<file path="src/rtl/muldiv_ctrl.sv">
// muldiv_ctrl: iterative MIPS-style multiply/divide unit with HI/LO registers.
// One shift-add or restoring shift-subtract step per cycle on operand magnitudes.
module muldiv_ctrl #(
    parameter int ITER = 32
) (
    input  logic        clk,
    input  logic        rst,
    input  logic        start,
    input  logic [1:0]  op,
    input  logic [31:0] a,
    input  logic [31:0] b,
    input  logic        wr_hi,
    input  logic        wr_lo,
    input  logic [31:0] wdata,
    output logic        busy,
    output logic        done,
    output logic [31:0] hi,
    output logic [31:0] lo
);
    localparam int CW = ITER > 1 ? $clog2(ITER) : 1;
    typedef enum logic [1:0] {IDLE, CALC, DONE} state_t;
    state_t state;
    logic [CW-1:0] cnt;
    logic [1:0] op_r;
    logic [31:0] a_r, b_r, mb, acc, qr;
    logic [32:0] sum, sh;
    logic ge, sa, sb;
    logic [31:0] acc_n, q_n, res_hi, res_lo;
    logic [63:0] mp;
    // acc is the running upper product / partial remainder; qr is multiplier / quotient bits
    always_comb begin
        sa = ~op_r[0] & a_r[31];
        sb = ~op_r[0] & b_r[31];
        sum = {1'b0, acc} + (qr[0] ? {1'b0, mb} : 33'd0);
        sh = {acc, qr[31]};
        ge = sh >= {1'b0, mb};
        acc_n = op_r[1] ? (ge ? sh[31:0] - mb : sh[31:0]) : sum[32:1];
        q_n = op_r[1] ? {qr[30:0], ge} : {sum[0], qr[31:1]};
        mp = (sa ^ sb) ? -{acc_n, q_n} : {acc_n, q_n};
        res_hi = op_r[1] ? (b_r == '0 ? a_r : sa ? -acc_n : acc_n) : mp[63:32];
        res_lo = op_r[1] ? (b_r == '0 ? '1 : (sa ^ sb) ? -q_n : q_n) : mp[31:0];
    end
    always_ff @(posedge clk or posedge rst) begin
        if (rst) begin
            state <= IDLE;
            cnt <= '0;
            busy <= 1'b0;
            done <= 1'b0;
            hi <= '0;
            lo <= '0;
            op_r <= '0;
            a_r <= '0;
            b_r <= '0;
            mb <= '0;
            acc <= '0;
            qr <= '0;
        end else if (state == IDLE) begin
            if (wr_hi) hi <= wdata;
            if (wr_lo) lo <= wdata;
            if (start) begin
                state <= CALC;
                busy <= 1'b1;
                cnt <= CW'(ITER - 1);
                op_r <= op;
                a_r <= a;
                b_r <= b;
                mb <= (~op[0] & b[31]) ? -b : b;
                acc <= '0;
                qr <= (~op[0] & a[31]) ? -a : a;
            end
        end else if (state == CALC) begin
            acc <= acc_n;
            qr <= q_n;
            cnt <= cnt - 1'b1;
            if (cnt == '0) begin
                hi <= res_hi;
                lo <= res_lo;
                state <= DONE;
                busy <= 1'b0;
                done <= 1'b1;
            end
        end else begin
            state <= IDLE;
            done <= 1'b0;
        end
    end
endmodule

</file>
<file path="config.mk">
export PLATFORM = sky130hd
export DESIGN_NAME = muldiv_ctrl
export DESIGN_NICKNAME = d
export VERILOG_FILES = /design/src/rtl/muldiv_ctrl.sv
export SDC_FILE = /design/constraint.sdc
export NUM_CORES = 1
export LEC_CHECK = 0
export BUFFER_PORTS_ARGS = -buffer_cell sky130_fd_sc_hd__buf_2
export CORE_UTILIZATION = 30
export CTS_BUF_LIST = sky130_fd_sc_hd__clkbuf_8 sky130_fd_sc_hd__clkbuf_16
export DETAILED_ROUTE_END_ITERATION = 12
export SLEW_MARGIN = 20
export SYNTH_ARGS = -nofsm -noshare
export SYNTH_HDL_FRONTEND = slang
export SYNTH_SLANG_ARGS = --single-unit
</file>
<file path="constraint.sdc">
create_clock -name clk -period 8.85 [get_ports clk]
set_input_delay 1.3275 -clock clk [delete_from_list [all_inputs] [get_ports clk]]
set_output_delay 1.3275 -clock clk [all_outputs]
set_load 0.1 [all_outputs]
</file>
==> impl_metrics.py <==
metrics = {
    "outcome": {
        "outcome": "finished clean",
    },
    "synth": {
        "synth_mux_area_frac": 0.03416,
        "synth_cells": 2509,
        "ys_types": 88,
        "syn_area_mm2": 0.01923,
        "yosysWarnings": 0,
        "ys_seq_elements": 234,
        "synth_fa_ha_area_frac": 0.04763,
        "synth_async_sr_flop_share": 1.000,
        "synth_top_family_by_area": "simple AND/OR/NAND/NOR gates",
        "synth_top_area_share": 0.3045,
        "yosysSeqAreaShare": 0.3045,
        "postSynthAreaPerCell_um2": 7.663,
        "synth-simple-area-share": 0.2547,
        "synthFlopType": "dfrtp_1",
        "synth_xor_area_frac": 0.07197,
        "synth_edf_count": 0,
        "syn_nets": 2684,
        "synth_area_leaders": "dfrtp_1 30%, nand2_1 8.7%, o21ai_0 5.1%",
        "synth-compound-area-share": 0.2389,
        "yosysTopAreaCell": "dfrtp_1",
    },
    "sta": {
        "fin_tns_setup_ps": 0,
        "fmax_mhz": 152.1,
        "hold_viol_final": 0,
        "period_share": 0.7428,
        "fin_skew_ps": 32.15,
        "maxSlewHeadroom": 0.2962,
        "rsz0062_at_grt": "false",
        "slew_viol_final": 0,
        "setup_viol": 0,
        "worst_pin_slew_ps": 1049,
        "whs_ps": 473.8,
        "min_period_ps": 6573,
    },
    "clock_network": {
        "cts_tree": "done",
        "cts_buffers": 28,
        "cts_hold_buf": 0,
        "cts-resized-gates": 0,
        "cts_setup_buffers": 0,
        "root_buffer": "clkbuf_16",
        "clk_pin_slew_ps": 60,
        "clkLatencyLatePin_ps": 590,
        "htree_num_levels": 1,
        "cts.sink_count": 234,
        "cts_buffer_depth": 3,
    },
    "critical_path": {
        "path_buf_inv": 2,
        "arrival_ps": 7100,
        "crit_required_ps": 9370,
        "worstSetupEndpointType": "flop",
        "worstPathMaxFanout": 15,
        "cp_top_family": "simple AND/OR/NAND/NOR gates",
        "crit_slowest_cell": "or4_1",
        "slowest_delay_ps": 750,
        "crit_path_cell_trace": "ha_1 -> a21oi_1 -> o21ai_0 -> a221o_1 -> o31ai_4 -> buf_4 -> a21oi_1 -> inv_1 -> ha_1 -> nor4b_1 -> a22oi_1 -> or4_4 -> or4_4 -> or4_1 -> or3_1 -> a311o_1 -> nor2_2 -> and4_4 -> a211oi_1 -> a31oi_1 -> a31o_1",
        "start_kind": "flop",
        "worstSetupPathType": "flop to flop",
    },
    "final_layout": {
        "fillers": 6751,
        "instances_no_fill": 3450,
        "multi_input_area_mm2": 0.01249,
        "diodes": 0,
        "area_delta_synth_final_pct": 13.18,
        "layout.nets": 2763,
        "final-seq-area_mm2": 0.005859,
        "drive_gt1_frac": 0.1190,
    },
    "die": {
        "core_area_mm2": 0.06320,
        "fp-row-count": 92,
        "initial_utilization": 0.3042,
        "dieArea_mm2": 0.06511,
        "die_height_um": 255.2,
        "die_width_um": 255.2,
        "ios": 169,
    },
    "min_path": {
        "worstHoldPathType": "flop to flop",
    },
    "job": {
        "cap_violations": 0,
    },
    "drt": {
        "via_per_inst": 5.734,
        "wl_per_cell_um": 22.77,
        "postRouteAntennaNets": 0,
        "dr.pass1.iters": 6,
        "drc": 0,
        "routed_wl_um": 78570,
        "num_vias": 19783,
        "drtIter0Drc": 1946,
    },
    "global_route": {
        "grt_max_degree": 121,
        "grt_util_met1": 0.3281,
        "grt_pass1_vias": 18707,
        "globalRouteMet2Util": 0.3811,
        "grt_busiest_layer": "met2",
        "met3_usage": 0.04048,
        "grt_usage": 0.2385,
        "antenna_found_initial": 0,
        "grt.overflow.total": 0,
        "grt_pass1_wl_um": 118600,
    },
    "placement": {
        "gp_congestion": 0.9555,
        "dpl.cell_count": 3403,
        "portBuffers": 168,
        "dp_hpwl_um": 60440,
    },
}
registers in the layout, summed over array words and instances (netlist names), 2 cells and up:
name,cells
a_r,32
acc,32
b_r,32
hi,32
lo,32
qr,32
mb,31
cnt,5
op_r,2
state,2
final cells by class:
cell class              instances  area share
multi-input cells            2036      0.5739
flip-flops and latches        234      0.2692
repair buffers                207     0.05324
well taps                     846     0.04864
clock buffers                  32     0.03473
inverters                      81     0.01432
clock inverters                14    0.005979
cells in the final DEF (no fill, tap or decap), types with 25 or more instances in the layout:
master and instances:
nand2_1 444, dfrtp_1 233, o21ai_0 197, buf_2 168
a21oi_1 165, nor2_1 156, nand3_1 97, xnor2_1 95
inv_1 83, ha_1 70, xor2_1 63, mux2i_1 53
and2_1 50, nor3_1 49, o22ai_1 47, nand4_1 43
o221ai_1 41, buf_4 37, nor4_1 36, o211ai_1 33
a21o_1 32, a31oi_1 28, a211oi_1 28, clkbuf_16 28
or3_1 26, and3_1 25
tightest hold or removal path: cells and delay by family (launching register included):
kind | cells | cell delay (ps)
flip-flops | 1 | 330
AND/OR/NAND/NOR | 1 | 50
AO/OA/AOI/OAI | 1 | 60
path summary, 6_finish.rpt:
check	startpoint	end	slack (ps)	cells after the start
setup / recovery	acc[11]$_DFFE_PP0P_	hi[28]$_DFFE_PP0P_	2280	21
hold / removal	lo[0]$_DFFE_PP0P_	lo[0]$_DFFE_PP0P_	470	2
setup reg to reg	acc[11]$_DFFE_PP0P_	hi[28]$_DFFE_PP0P_	2280	21
hold reg to reg	lo[0]$_DFFE_PP0P_	lo[0]$_DFFE_PP0P_	470	2
max in group asynchronous	rst	acc[31]$_DFFE_PP0P_	6470	3
min in group asynchronous	rst	qr[16]$_DFFE_PP0P_	840	2
routing by layer:
layer,up-vias,part of all wire
li1,9272,-
met1,9609,0.44
met2,767,0.46
met4,0,0.028
met5,-,0
met3,135,0.075
synth_stat cells, types with 28 or more instances:
library cell / number
a211oi_1: 28
a21o_1: 32
a21oi_1: 167
a31oi_1: 28
and2_1: 51
clkbuf_1: 128
dfrtp_1: 234
ha_1: 70
inv_1: 80
mux2i_1: 53
nand2_1: 445
nand3_1: 97
nand4_1: 43
nor2_1: 157
nor3_1: 50
nor4_1: 36
o211ai_1: 33
o21ai_0: 197
o221ai_1: 41
o22ai_1: 47
xnor2_1: 95
xor2_1: 63
cells by family (layout without fill, tap and decap cells):
kind of cell | after synthesis | in the layout
multiplexers | 64 | 64
AND/OR/NAND/NOR | 1025 | 1025
flip-flops | 234 | 234
adder cells (fa/ha/maj) | 72 | 72
buffers and inverters | 239 | 334
XOR/XNOR | 158 | 158
AO/OA/AOI/OAI | 717 | 717
per-stage QoR:
stage	utilization	setup slack (ps)	cell area, µm²
detailed placement	0.3300	2397	20860
finish	0.3444	2277	21760
floorplan	-	1105	19230
CTS	0.3440	2377	21740
global placement	0.3300	2466	20860
global route	0.3444	1974	21760
Power is left out: the tool's default activity adds up to more than one toggle a clock period on the data nets, which glitch-free logic cannot reach.
